$ cat src/rtl/alu_sequencer_if.sv
// ============================================================================
// Module      : alu_sequencer_if
// Description : Program-memory and ALU bus bundle between the instruction
//               sequencer (master) and the memory/ALU side (slave).
// Revision    : 1.0  initial release
// ============================================================================
`default_nettype none

interface alu_sequencer_if #(
   parameter int DATA_WIDTH = 16,
   parameter int PC_WIDTH   = 8
);
   // Program memory: read strobe/address out, word back one cycle later
   logic                  imem_rd_en;
   logic [PC_WIDTH-1:0]   imem_addr;
   logic [31:0]           imem_rdata;

   // ALU: opcode/operands out, result and flags back combinationally
   logic [15:0]           alu_opcode;
   logic [DATA_WIDTH-1:0] alu_a;
   logic [DATA_WIDTH-1:0] alu_b;
   logic [DATA_WIDTH-1:0] alu_c;
   logic [3:0]            alu_flags;

   modport master (
      output imem_rd_en,
      output imem_addr,
      input  imem_rdata,
      output alu_opcode,
      output alu_a,
      output alu_b,
      input  alu_c,
      input  alu_flags
   );

   modport slave (
      input  imem_rd_en,
      input  imem_addr,
      output imem_rdata,
      input  alu_opcode,
      input  alu_a,
      input  alu_b,
      output alu_c,
      output alu_flags
   );
endinterface

`default_nettype wire

$ cat src/rtl/alu_sequencer.sv
// ============================================================================
// Module      : alu_sequencer
// Description : Three-cycle (FETCH/WAIT/EXEC) instruction sequencer driving an
//               external combinational ALU. Holds a 16-entry register file,
//               the program counter and the architectural flags {O,N,C,Z}.
//               Optional feature macro: SEQ_BRANCH_EN (select 0x3 becomes a
//               conditional branch on flags_q; otherwise it is a NOP).
// Revision    : 1.0  initial release
// ============================================================================
`default_nettype none

module alu_sequencer #(
   parameter int DATA_WIDTH = 16,
   parameter int PC_WIDTH   = 8
) (
   input  logic                clk,
   input  logic                reset,
   input  logic                start,
   alu_sequencer_if.master     bus,
   output logic [3:0]          flags_q,
   output logic [PC_WIDTH-1:0] pc,
   output logic                busy,
   output logic                halted
);

   // Instruction select field encodings
   localparam logic [3:0] c_sel_alu    = 4'h1;
   localparam logic [3:0] c_sel_loadi  = 4'h2;
   localparam logic [3:0] c_sel_branch = 4'h3;
   localparam logic [3:0] c_sel_halt   = 4'hF;

   typedef enum logic [2:0] {
      S_IDLE   = 3'd0,
      S_FETCH  = 3'd1,
      S_WAIT   = 3'd2,
      S_EXEC   = 3'd3,
      S_HALTED = 3'd4
   } state_t;

   state_t                r_state;
   logic [PC_WIDTH-1:0]   r_pc;
   logic [3:0]            r_flags;
   logic                  r_rd_en;
   logic                  r_busy;
   logic                  r_halted;
   logic [15:0]           r_opcode;
   logic [DATA_WIDTH-1:0] r_alu_a;
   logic [DATA_WIDTH-1:0] r_alu_b;
   logic [DATA_WIDTH-1:0] r_rf [16];

   // Instruction register, kept as the fields EXEC actually consumes
   logic [3:0]            r_ir_sel;
   logic [3:0]            r_ir_op;
   logic [7:0]            r_ir_imm;
   logic [3:0]            r_ir_rd;

   // Decode of the word arriving from program memory during WAIT
   logic [3:0]            w_sel;
   logic [3:0]            w_op;
   logic [3:0]            w_ra;
   logic [3:0]            w_rb;
   logic                  w_unused_ir_bits;

   assign w_sel            = bus.imem_rdata[31:28];
   assign w_op             = bus.imem_rdata[27:24];
   assign w_ra             = bus.imem_rdata[7:4];
   assign w_rb             = bus.imem_rdata[3:0];
   assign w_unused_ir_bits = ^bus.imem_rdata[15:12];

   // Next-pc selection for the EXEC edge
   logic                  w_branch_taken;
   logic [PC_WIDTH-1:0]   w_pc_inc;
   logic [PC_WIDTH-1:0]   w_pc_next;

`ifdef SEQ_BRANCH_EN
   // Branch tests the flags as they stood before this EXEC; op=0 masks all
   assign w_branch_taken = (r_ir_sel == c_sel_branch) &&
                           ((r_flags & r_ir_op) != 4'b0000);
`else
   logic w_unused_branch_bits;
   assign w_unused_branch_bits = ^r_ir_op;
   assign w_branch_taken       = 1'b0;
`endif

   assign w_pc_inc  = r_pc + PC_WIDTH'(1);
   assign w_pc_next = w_branch_taken ? PC_WIDTH'(r_ir_imm) : w_pc_inc;

   // Sequencer state, register file, flags and all registered outputs
   always_ff @(posedge clk or posedge reset) begin
      if (reset) begin
         r_state  <= S_IDLE;
         r_pc     <= '0;
         r_flags  <= 4'b0001;
         r_rd_en  <= 1'b0;
         r_busy   <= 1'b0;
         r_halted <= 1'b0;
         r_opcode <= '0;
         r_alu_a  <= '0;
         r_alu_b  <= '0;
         r_ir_sel <= '0;
         r_ir_op  <= '0;
         r_ir_imm <= '0;
         r_ir_rd  <= '0;
         for (int i = 0; i < 16; i++) begin
            r_rf[i] <= '0;
         end
      end else begin
         case (r_state)
            S_IDLE, S_HALTED: begin
               if (start) begin
                  r_state  <= S_FETCH;
                  r_pc     <= '0;
                  r_rd_en  <= 1'b1;
                  r_busy   <= 1'b1;
                  r_halted <= 1'b0;
               end
            end

            S_FETCH: begin
               r_state <= S_WAIT;
               r_rd_en <= 1'b0;
            end

            S_WAIT: begin
               // Latch the instruction and present ALU operands for EXEC;
               // operands are read here, before any writeback of this word
               r_state  <= S_EXEC;
               r_ir_sel <= w_sel;
               r_ir_op  <= w_op;
               r_ir_imm <= bus.imem_rdata[23:16];
               r_ir_rd  <= bus.imem_rdata[11:8];
               if (w_sel == c_sel_alu) begin
                  r_opcode <= {w_sel, w_op, 8'h00};
                  r_alu_a  <= r_rf[w_ra];
                  r_alu_b  <= r_rf[w_rb];
               end else begin
                  r_opcode <= '0;
                  r_alu_a  <= '0;
                  r_alu_b  <= '0;
               end
            end

            S_EXEC: begin
               r_opcode <= '0;
               r_alu_a  <= '0;
               r_alu_b  <= '0;
               case (r_ir_sel)
                  c_sel_alu: begin
                     r_rf[r_ir_rd] <= bus.alu_c;
                     r_flags       <= bus.alu_flags;
                  end
                  c_sel_loadi: begin
                     r_rf[r_ir_rd] <= DATA_WIDTH'(r_ir_imm);
                  end
                  default: begin
                  end
               endcase
               if (r_ir_sel == c_sel_halt) begin
                  // pc stays on the HALT address
                  r_state  <= S_HALTED;
                  r_busy   <= 1'b0;
                  r_halted <= 1'b1;
               end else begin
                  r_state <= S_FETCH;
                  r_pc    <= w_pc_next;
                  r_rd_en <= 1'b1;
               end
            end

            default: begin
               r_state  <= S_IDLE;
               r_rd_en  <= 1'b0;
               r_busy   <= 1'b0;
               r_halted <= 1'b0;
            end
         endcase
      end
   end

   assign bus.imem_rd_en = r_rd_en;
   assign bus.imem_addr  = r_pc;
   assign bus.alu_opcode = r_opcode;
   assign bus.alu_a      = r_alu_a;
   assign bus.alu_b      = r_alu_b;
   assign flags_q        = r_flags;
   assign pc             = r_pc;
   assign busy           = r_busy;
   assign halted         = r_halted;

endmodule

`default_nettype wire

$ cat src/flat_wrapper.sv
// flat-port wrapper written by rule: the top's interface ports become plain ports
module alu_sequencer_flat 
#(
   parameter int DATA_WIDTH = 16,
   parameter int PC_WIDTH   = 8
)
  (clk, reset, start, flags_q, pc, busy, halted, bus_imem_rd_en, bus_imem_addr, bus_imem_rdata, bus_alu_opcode, bus_alu_a, bus_alu_b, bus_alu_c, bus_alu_flags);
  alu_sequencer_if #(.DATA_WIDTH(DATA_WIDTH), .PC_WIDTH(PC_WIDTH)) bus_i ();
  input  logic clk;
  input  logic reset;
  input  logic start;
  output logic [3:0] flags_q;
  output logic [PC_WIDTH-1:0] pc;
  output logic busy;
  output logic halted;
  output wire logic [$bits(bus_i.imem_rd_en)-1:0] bus_imem_rd_en;
  output wire logic [$bits(bus_i.imem_addr)-1:0] bus_imem_addr;
  input wire logic [$bits(bus_i.imem_rdata)-1:0] bus_imem_rdata;
  output wire logic [$bits(bus_i.alu_opcode)-1:0] bus_alu_opcode;
  output wire logic [$bits(bus_i.alu_a)-1:0] bus_alu_a;
  output wire logic [$bits(bus_i.alu_b)-1:0] bus_alu_b;
  input wire logic [$bits(bus_i.alu_c)-1:0] bus_alu_c;
  input wire logic [$bits(bus_i.alu_flags)-1:0] bus_alu_flags;
  assign bus_imem_rd_en = bus_i.imem_rd_en;
  assign bus_imem_addr = bus_i.imem_addr;
  assign bus_i.imem_rdata = bus_imem_rdata;
  assign bus_alu_opcode = bus_i.alu_opcode;
  assign bus_alu_a = bus_i.alu_a;
  assign bus_alu_b = bus_i.alu_b;
  assign bus_i.alu_c = bus_alu_c;
  assign bus_i.alu_flags = bus_alu_flags;
  alu_sequencer #(.DATA_WIDTH(DATA_WIDTH), .PC_WIDTH(PC_WIDTH)) u_core (.clk(clk), .reset(reset), .start(start), .bus(bus_i), .flags_q(flags_q), .pc(pc), .busy(busy), .halted(halted));
endmodule
$ cat config.mk
export PLATFORM = sky130hd
export DESIGN_NAME = alu_sequencer_flat
export DESIGN_NICKNAME = d
export VERILOG_FILES = /design/src/rtl/alu_sequencer_if.sv /design/src/rtl/alu_sequencer.sv /design/src/flat_wrapper.sv
export SDC_FILE = /design/constraint.sdc
export NUM_CORES = 1
export LEC_CHECK = 0
export CORE_UTILIZATION = 55
export DETAILED_ROUTE_END_ITERATION = 7
export GPL_ROUTABILITY_DRIVEN = 1
export PLACE_DENSITY_LB_ADDON = 0.12
export SLEW_MARGIN = 20
export SYNTH_ARGS = -nofsm -noshare
export SYNTH_HDL_FRONTEND = slang
export SYNTH_SLANG_ARGS = --single-unit
$ cat constraint.sdc
create_clock -name clk -period 11.5 [get_ports clk]
set_input_delay 1.15 -clock clk [delete_from_list [all_inputs] [get_ports clk]]
set_output_delay 1.15 -clock clk [all_outputs]
set_load 0.02 [all_outputs]
* Yosys cells after proc, flatten, opt, wreduce, memory -nomap -nowiden
Index checks and enable logic that the tools add are counted.
Operators by class: add/subtract/negate cells 1, order comparisons 4, equal/unequal tests 11, muxes and demuxes 31, bitwise logic cells 5, reduce and logical (&&, ||, !) cells 12
Operators with widths (number):
- bitwise mux 256 bit | 2
- one-hot mux 256 bit (2 select lines) | 1
- binary-select mux 16 bit (select 4 bit) | 2
- two-way mux 16 bit | 8
- one-hot mux 16 bit (2 select lines) | 3
- demux 16 bit (select 4 bit) | 1
- two-way mux 8 bit | 2
- one-hot mux 8 bit (2 select lines) | 1
- >= comparator 5 bit (second input constant) | 3
- inverter 4 -> 5 bit | 3
- one-hot mux 3 bit (4 select lines) | 1
- one-hot mux 1 bit (3 select lines) | 3
- AND reduction 3 bit | 3
- adder 8 x 1 -> 8 bit (second input constant) | 1
- equality test 4 x 1 -> 1 bit (second input constant) | 2
- equality test 3 x 2 -> 1 bit (second input constant) | 2
- two-way mux 3 bit | 2
- nonzero test 2 bit | 3
- less-than comparator 5 x 1 -> 1 bit (second input constant) | 1
- two-way mux 1 bit | 5
- equality test 4 x 2 -> 1 bit (second input constant) | 1
- equality test 4 bit (second input constant) | 1
- inequality test 2 bit (second input constant) | 2
- AND reduction 2 bit | 2
- other kinds (7) | 9
Word-level totals: bits in registers 338, bits of input ports 55, output and inout port bits 71

* Depth between registers and ports, before layout
Gate-level depths: netlist of run 1.
depth in word-level cells 7, mapped depth 8, depth with buffers taken out 5

* Worst setup path before layout of run 1
No wires, ideal clock.
path kind input to register, from input bus_imem_rdata[0], to register u_core.r_alu_b[12] (netlist: u_core.bus.alu_b[12]), setup time 144 ps, arrival time 2546 ps, required time 11356 ps, path slack 8810 ps, cell stages on the path 7, buffers on the path 3, path through buf_2 buf_4 buf_2 mux2i_1 o22ai_1 a2111oi_0 a311oi_1
On the way: longest elaborated chain between the ends 6
RTL lines:
- from (decl) | RTL line flat_wrapper.sv:18 | input wire logic [$bits(bus_i.imem_rdata)-1:0] bus_imem_rdata;
- inverter 4 -> 5 bit (not written as such) | RTL line alu_sequencer.sv:135 | r_alu_b <= r_rf[w_rb];
- binary-select mux 16 bit (select 4 bit) | RTL line alu_sequencer.sv:135
- two-way mux 16 bit (not written as such) (2 in a row) | RTL line alu_sequencer.sv:135
- two-way mux 16 bit | RTL line alu_sequencer.sv:132 | if (w_sel == c_sel_alu) begin
- one-hot mux 16 bit (2 select lines) | RTL line alu_sequencer.sv:108 | case (r_state)
- to (signal assigned) | RTL line alu_sequencer.sv:135
- to (decl) | RTL line alu_sequencer.sv:48 | logic [DATA_WIDTH-1:0] r_alu_b;
No other way between the ends. The select of a mux whose other input is x is not followed. A chain may end at the register's enable or synchronous reset.

* Final worst setup path of run 1
from input bus_imem_rdata[2], to register u_core.r_alu_b[12] (netlist: u_core.bus.alu_b[12])
The elaborated chain is that of the path after synthesis.

==> results.ini, run 1 <==
[outcome]
status=completed

[finish]
antennaDiodeCount=0
syn_to_final_growth_pct=14.4
fill_cells=2410
multi_input_area_um2=7990
design_area_um2=19400
fin_nets=1619
layout-drive-gt1-share=0.165
seq_area_um2=8260
fin_util=0.648

[critical_path]
worst_setup_path_start_kind=primary input
crit_fanout=50
crit_chain=buf_2, buf_4, nand2b_1, o22ai_1, a2111oi_0, a311oi_1
slowest_stage=nand2b_1
crit_type=primary input to register
max_stage_delay_ns=0.89
crit_arrival_ns=3.72
critPathCaptureType=register
cp.required_ns=11.92

[placement]
dpl-instance-area_um2=18100
hpwl_um=28900
portBuffers=113
gp_congestion=0.836

[clock_tree]
cts_tree=done
h-tree-depth=2
clk_latency_ns=0.53
cts-resized-gates=0
cts.sinks=330
cts_hold_buf=0
cts_max_path_buffers=3
root_buffer=clkbuf_16
path_clk_slew_ns=0.05
postCtsSetupBuffers=0
cts_made_buffers=38

[global_routing]
grt_pass1_vias=14193
use_met3=0.0647
antenna_found_initial=1
grt_use_met2=0.553
grt_pass1_wl_um=82600
grt_overflow=0
grt.busiest_layer=met2
grt_util_met1=0.485
grt_start_max_net_pins=126
track_usage=0.349

[synth]
synth_top_area_cell=dfrtp_1
synth-seq-area-share=0.487
ys_async_sr_fraction=1.00
syn_area_um2=17000
netlist_top_cells_count=456 x o21ai_0, 329 x dfrtp_1, 97 x clkbuf_1
netlist_instances=1545
synth_edf_count=0
yosys_register_bits=330
syn_avg_cell_area_um2=11.0
synth.top_cell.area_share=0.485
synth_most_common_cell=o21ai_0
ys_types=50
yosys_warnings=0
synthFlopType=dfrtp_1
synthTopCellsByArea=dfrtp_1 49%, o21ai_0 13%, mux4_2 13%, mux2i_1 4.8%, mux2_2 2.8%

[route]
drc=0
dr_total_vias=13970
drt_iter0_drc=1637
via_per_inst=7.05
ant_nets=0
drt_wl_total_um=53000
firstDrtPassIters=5
wl_per_cell_um=26.7

[power]
swShare=0.347
leakage_nw=6.91
powerDensity_nw_per_um2=233
p_clk_frac=0.284
pwr-share-comb=0.303
p_int_mw=2.95
seqPwrFrac=0.413
ir_drop_mv=0.238
power.switching_mw=1.57

[sta]
setup_viol=0
grt_setup_unrepaired=false
slew_headroom=0.206
hold_viol_final=0
period_minus_slack_ns=3.30
setup_tns_ns=0
fin_crit_sh=0.287
hold_slack_ns=0.487
tightest_slew_ns=1.19
max_freq_mhz=303
skew_ns=0.0151
maxSlewViolCount=0

[floorplanning]
fp.dieArea_um2=31500
die_y_um=178
initial_core_util=0.566
dieWidth_um=178
rows=63
io_pins=126
core_um2=30000

[min_path]
min_path_type=register to register

[flow_run]
cap_violations=0

routing by layer:
layer | wire, um | part of all wire
met3 | 4870 | 0.092
met5 | 0 | 0
met1 | 21500 | 0.41
met2 | 24900 | 0.47
met4 | 1730 | 0.033
cells in the final DEF, fill, tap and decap left out, drive strengths merged, types with 4 or more instances in the layout:
| cell type | instances |
|---|---|
| o21ai | 541 |
| dfrtp | 329 |
| clkdlybuf4s50 | 105 |
| mux4 | 96 |
| mux2i | 82 |
| nand2 | 71 |
| clkbuf | 60 |
| mux2 | 42 |
| buf | 36 |
| a21oi | 27 |
| and4 | 23 |
| o22a | 22 |
| nor2 | 20 |
| nand3 | 18 |
| and2 | 14 |
| o22ai | 11 |
| a2111oi | 10 |
| a311oi | 10 |
| nand4 | 8 |
| conb | 8 |
| or2 | 6 |
| nand2b | 6 |
| clkinv | 5 |
| nor2b | 4 |
| a22o | 4 |
cell families (layout without fill, tap and decap cells):
| logic type | Yosys count | count (layout) | share of synthesized area |
|---|---|---|---|
| compound gates | 631 | 631 | 0.198 |
| xor+xnor | 6 | 6 | 0.00310 |
| fa+ha+maj | 1 | 1 | 0.000738 |
| buf+inv | 172 | 211 | 0.0461 |
| flops | 330 | 330 | 0.487 |
| mux | 220 | 220 | 0.204 |
| other cells | 1 | 8 | 0.000221 |
| simple gates | 184 | 184 | 0.0609 |
critical path: cells and delay by family:
family                 cells  cell delay, ns
buffers and inverters      2            0.79
AO/OA/AOI/OAI              3            0.86
AND/OR/NAND/NOR            1            0.89
power by group through the flow:
stage               clock (mW)  sequential, mW  combinational [mW]
floorplan                    0            1.79               0.998
global placement             0            1.84                1.31
detailed placement           0            1.87                1.35
CTS                       1.30            1.85                1.36
global route              1.35            1.91                1.50
finish                    1.29            1.87                1.37
cell type report:
class	instances	area share
flip-flops and latches	330	0.426
multi-input cells	1050	0.412
repair buffers	141	0.0673
clock buffers	60	0.0633
well taps	390	0.0252
clock inverters	8	0.00593
inverters	2	0.000774
path summary, 6_finish.rpt:
path                                      startpoint                        end  slack [ns]  cells after the start
hold reg to reg            u_core.bus.alu_opcode[13]  u_core.bus.alu_opcode[13]        0.49                      1
hold / removal             u_core.bus.alu_opcode[13]  u_core.bus.alu_opcode[13]        0.49                      1
min in group asynchronous                      reset           u_core.r_rf[203]        1.19                      2
setup / recovery                   bus_imem_rdata[2]       u_core.bus.alu_b[12]        8.20                      6
setup reg to reg                   u_core.r_state[1]           u_core.r_rf[212]        8.23                      4
max in group asynchronous                      reset           u_core.r_rf[229]        8.76                      3
metrics by stage:
stage                     cells  power [mW]  setup WS (ns)
after detailed placement   1913        3.22           7.78
after global placement     1913        3.15           7.75
after floorplan            1552        2.79           1.21
after CTS                  1981        4.51           8.18
final                      1981        4.52           8.20
after global routing       1981        4.77           8.10
state kept, by name, summed over array words and instances, names as in the netlist, 3 cells and up:
name / cells
u_core.r_ir_imm: 8
u_core.bus.alu_a: 16
u_core.r_ir_rd: 4
u_core.bus.alu_opcode: 8
u_core.r_rf: 256
u_core.bus.imem_addr: 8
u_core.r_state: 3
u_core.bus.alu_b: 16
u_core.r_ir_sel: 4
u_core.flags_q: 4
Note: power is estimated with default switching activity, not from simulation.
==> inputs of run 2 (changes only) <==
Clock period 11.5 ns to 3.1 ns, I/O delays scaled along.
==> run 2 against run 1 <==
Final area grew 2.7%. Core utilization up 1.7 points. Clock skew up 0.0067 ns. Flip-flop and latch count is the same. Final cell count is 2.4% higher. Sequential share of layout area fell by 1.1 points. Power grew to 3.8 times the previous value. Register-to-register slack got worse by 7.5 ns. Largest power group unchanged. Highest routed layer unchanged.
==> results.ini, run 2 (synthesized netlist as in run 1, its figures left out) <==
[power]
swShare=0.347  ; about the same
p_int_mw=11.2  ; was 2.95 mW
powerDensity_nw_per_um2=858  ; was 233 nW/um2
ir_drop_mv=0.692  ; was 0.238 mV
power.switching_mw=5.92  ; was 1.57 mW
p_clk_frac=0.288  ; was 0.284
pwr-share-comb=0.306  ; was 0.303
leakage_nw=7.18  ; was 6.91 nW
seqPwrFrac=0.405  ; was 0.413

[floorplanning]
initial_core_util=0.566  ; unchanged
fp.dieArea_um2=31500  ; unchanged
core_um2=30000  ; unchanged
io_pins=126  ; unchanged
rows=63  ; unchanged
die_y_um=178  ; unchanged
dieWidth_um=178  ; unchanged

[finish]
regMostFlops=u_core.r_rf  ; unchanged
fin_nets=1665  ; was 1,619
final_common_cell=o21ai_0  ; unchanged
layout-drive-gt1-share=0.187  ; was 0.165
layout_common_cells=456 x o21ai_0, 329 x dfrtp_1, 107 x clkdlybuf4s50_1, 96 x mux4_2, 85 x o21ai_1  ; was 456 x o21ai_0, 329 x dfrtp_1, 105 x clkdlybuf4s50_1, 96 x mux4_2, 85 x o21ai_1
fin_util=0.665  ; was 0.648
syn_to_final_growth_pct=17.4  ; was 14.4%
fill_cells=2284  ; was 2,410
largest_reg_flops=256  ; unchanged
design_area_um2=19900  ; was 19,400 um2
antennaDiodeCount=0  ; unchanged

[sta]
skew_ns=0.0217  ; was 0.0151 ns
fin_crit_sh=0.774
maxSlewViolCount=0  ; unchanged
tightest_slew_ns=0.870  ; was 1.19 ns
slew_headroom=0.420  ; was 0.206
hold_viol_final=0  ; unchanged
grt_setup_unrepaired=false  ; unchanged
period_minus_slack_ns=2.40
setup_viol=0  ; unchanged
max_freq_mhz=417

[clock_tree]
cts_max_path_buffers=3  ; unchanged
path_clk_slew_ns=0.07  ; was 0.05 ns
clk_latency_ns=0.53  ; about the same
cts_made_buffers=37  ; was 38
cts_tree=done  ; unchanged
h-tree-depth=2  ; unchanged
cts-resized-gates=0  ; unchanged
cts.sinks=330  ; unchanged
cts_hold_buf=0  ; unchanged
root_buffer=clkbuf_16  ; unchanged
postCtsSetupBuffers=0  ; unchanged

[critical_path]
reg2reg_slack_ns=0.70  ; was 8.23 ns
crit_type=register to register  ; was primary input to register
cp_common_cell=buf_4
critPathCaptureType=register  ; unchanged
path_buf_inv=2  ; unchanged
crit_chain=and3b_1, buf_4, and3_1, nand4_1, buf_4, o21ai_0  ; was buf_2, buf_4, nand2b_1, o22ai_1, a2111oi_0, a311oi_1
crit_fanout=16  ; was 50
max_stage_delay_ns=0.62  ; was 0.89 ns
slowest_stage=and3_1  ; was nand2b_1
cp.required_ns=3.52  ; was 11.92 ns
cp_top_family=simple AND/OR/NAND/NOR gates  ; unchanged
crit_arrival_ns=2.82  ; was 3.72 ns
worst_setup_path_start_kind=register  ; was primary input
rr_worst_depth=6  ; was 4
cp_num_cells=6  ; unchanged

[global_routing]
grt_pass1_vias=14323  ; was 14,193
antenna_found_initial=0  ; was 1
track_usage=0.350  ; was 0.349
grt_overflow=0  ; unchanged
grt_start_max_net_pins=78  ; was 126
grt_pass1_wl_um=82700  ; was 82,600 um

[route]
firstDrtPassIters=5  ; unchanged
wl_per_cell_um=26.0  ; was 26.7 um
dr_total_vias=14007  ; was 13,970
drt_wl_total_um=52700  ; was 53,000 um
drc=0  ; unchanged
via_per_inst=6.91  ; was 7.05
drt_iter0_drc=1538  ; was 1,637
ant_nets=0  ; unchanged

[placement]
gp_congestion=0.854  ; was 0.836
hpwl_um=31300  ; was 28,900 um
portBuffers=113  ; unchanged
dpl-instance-area_um2=18500  ; was 18,100 um2

[min_path]
min_path_type=primary input to async pin  ; was register to register

[flow_run]
cap_violations=0  ; unchanged

[outcome]
status=completed  ; unchanged

-- run 2: layout make-up --
type	count	area [um2]	area share
repair buffers	188	1820	0.0913
well taps	390	488	0.0245
flip-flops and latches	330	8260	0.415
multi-input cells	1050	7970	0.400
clock buffers	48	1080	0.0542
clock inverters	20	295	0.0148
inverters	2	11.3	0.000565
-- run 2: worst paths after layout --
check / from / to
min reg2reg: u_core.bus.alu_opcode[12] / u_core.bus.alu_opcode[12]
min in group clk: bus_imem_rdata[1] / u_core.bus.alu_b[5]
max in group asynchronous: reset / u_core.flags_q[0]
max reg2reg: u_core.r_state[0] / u_core.r_rf[45]
min: reset / u_core.r_rf[91]
max: u_core.r_state[0] / u_core.r_rf[45]
-- run 2: stage by stage --
stage | setup TNS, ns | hold WS, ns | setup slack, ns | total power [mW] | cells
after floorplan | -532.04 | 0.443 | -1.62 | 10.4 | 1552
after global placement | 0 | 0.466 | 0.864 | 11.8 | 1960
after detailed placement | 0 | 0.468 | 0.764 | 12.1 | 1960
after CTS | 0 | 0.219 | 0.710 | 17.0 | 2028
after global routing | 0 | 0.255 | 0.536 | 18.0 | 2028
final | 0 | 0.211 | 0.699 | 17.1 | 2028
-- run 2: power groups by stage --
| stage | registers (mW) | logic (mW) | clock network (mW) |
|---|---|---|---|
| global route | 7.10 | 5.73 | 5.16 |
| global placement | 6.82 | 5.02 | 0 |
| floorplan | 6.65 | 3.70 | 0 |
| CTS | 6.87 | 5.19 | 4.97 |
| detailed placement | 6.93 | 5.17 | 0 |
| finish | 6.93 | 5.23 | 4.93 |
-- run 2: routing by layer --
metal | share of wire | vias up | routed length, um | track usage
met3 | 0.10 | 173 | 5270 | 0.0788
met5 | 0 | - | 0 | 0
met1 | 0.39 | 7104 | 20800 | 0.473
met4 | 0.044 | 0 | 2300 | 0.158
met2 | 0.46 | 828 | 24400 | 0.543
li1 | - | 5902 | - | -
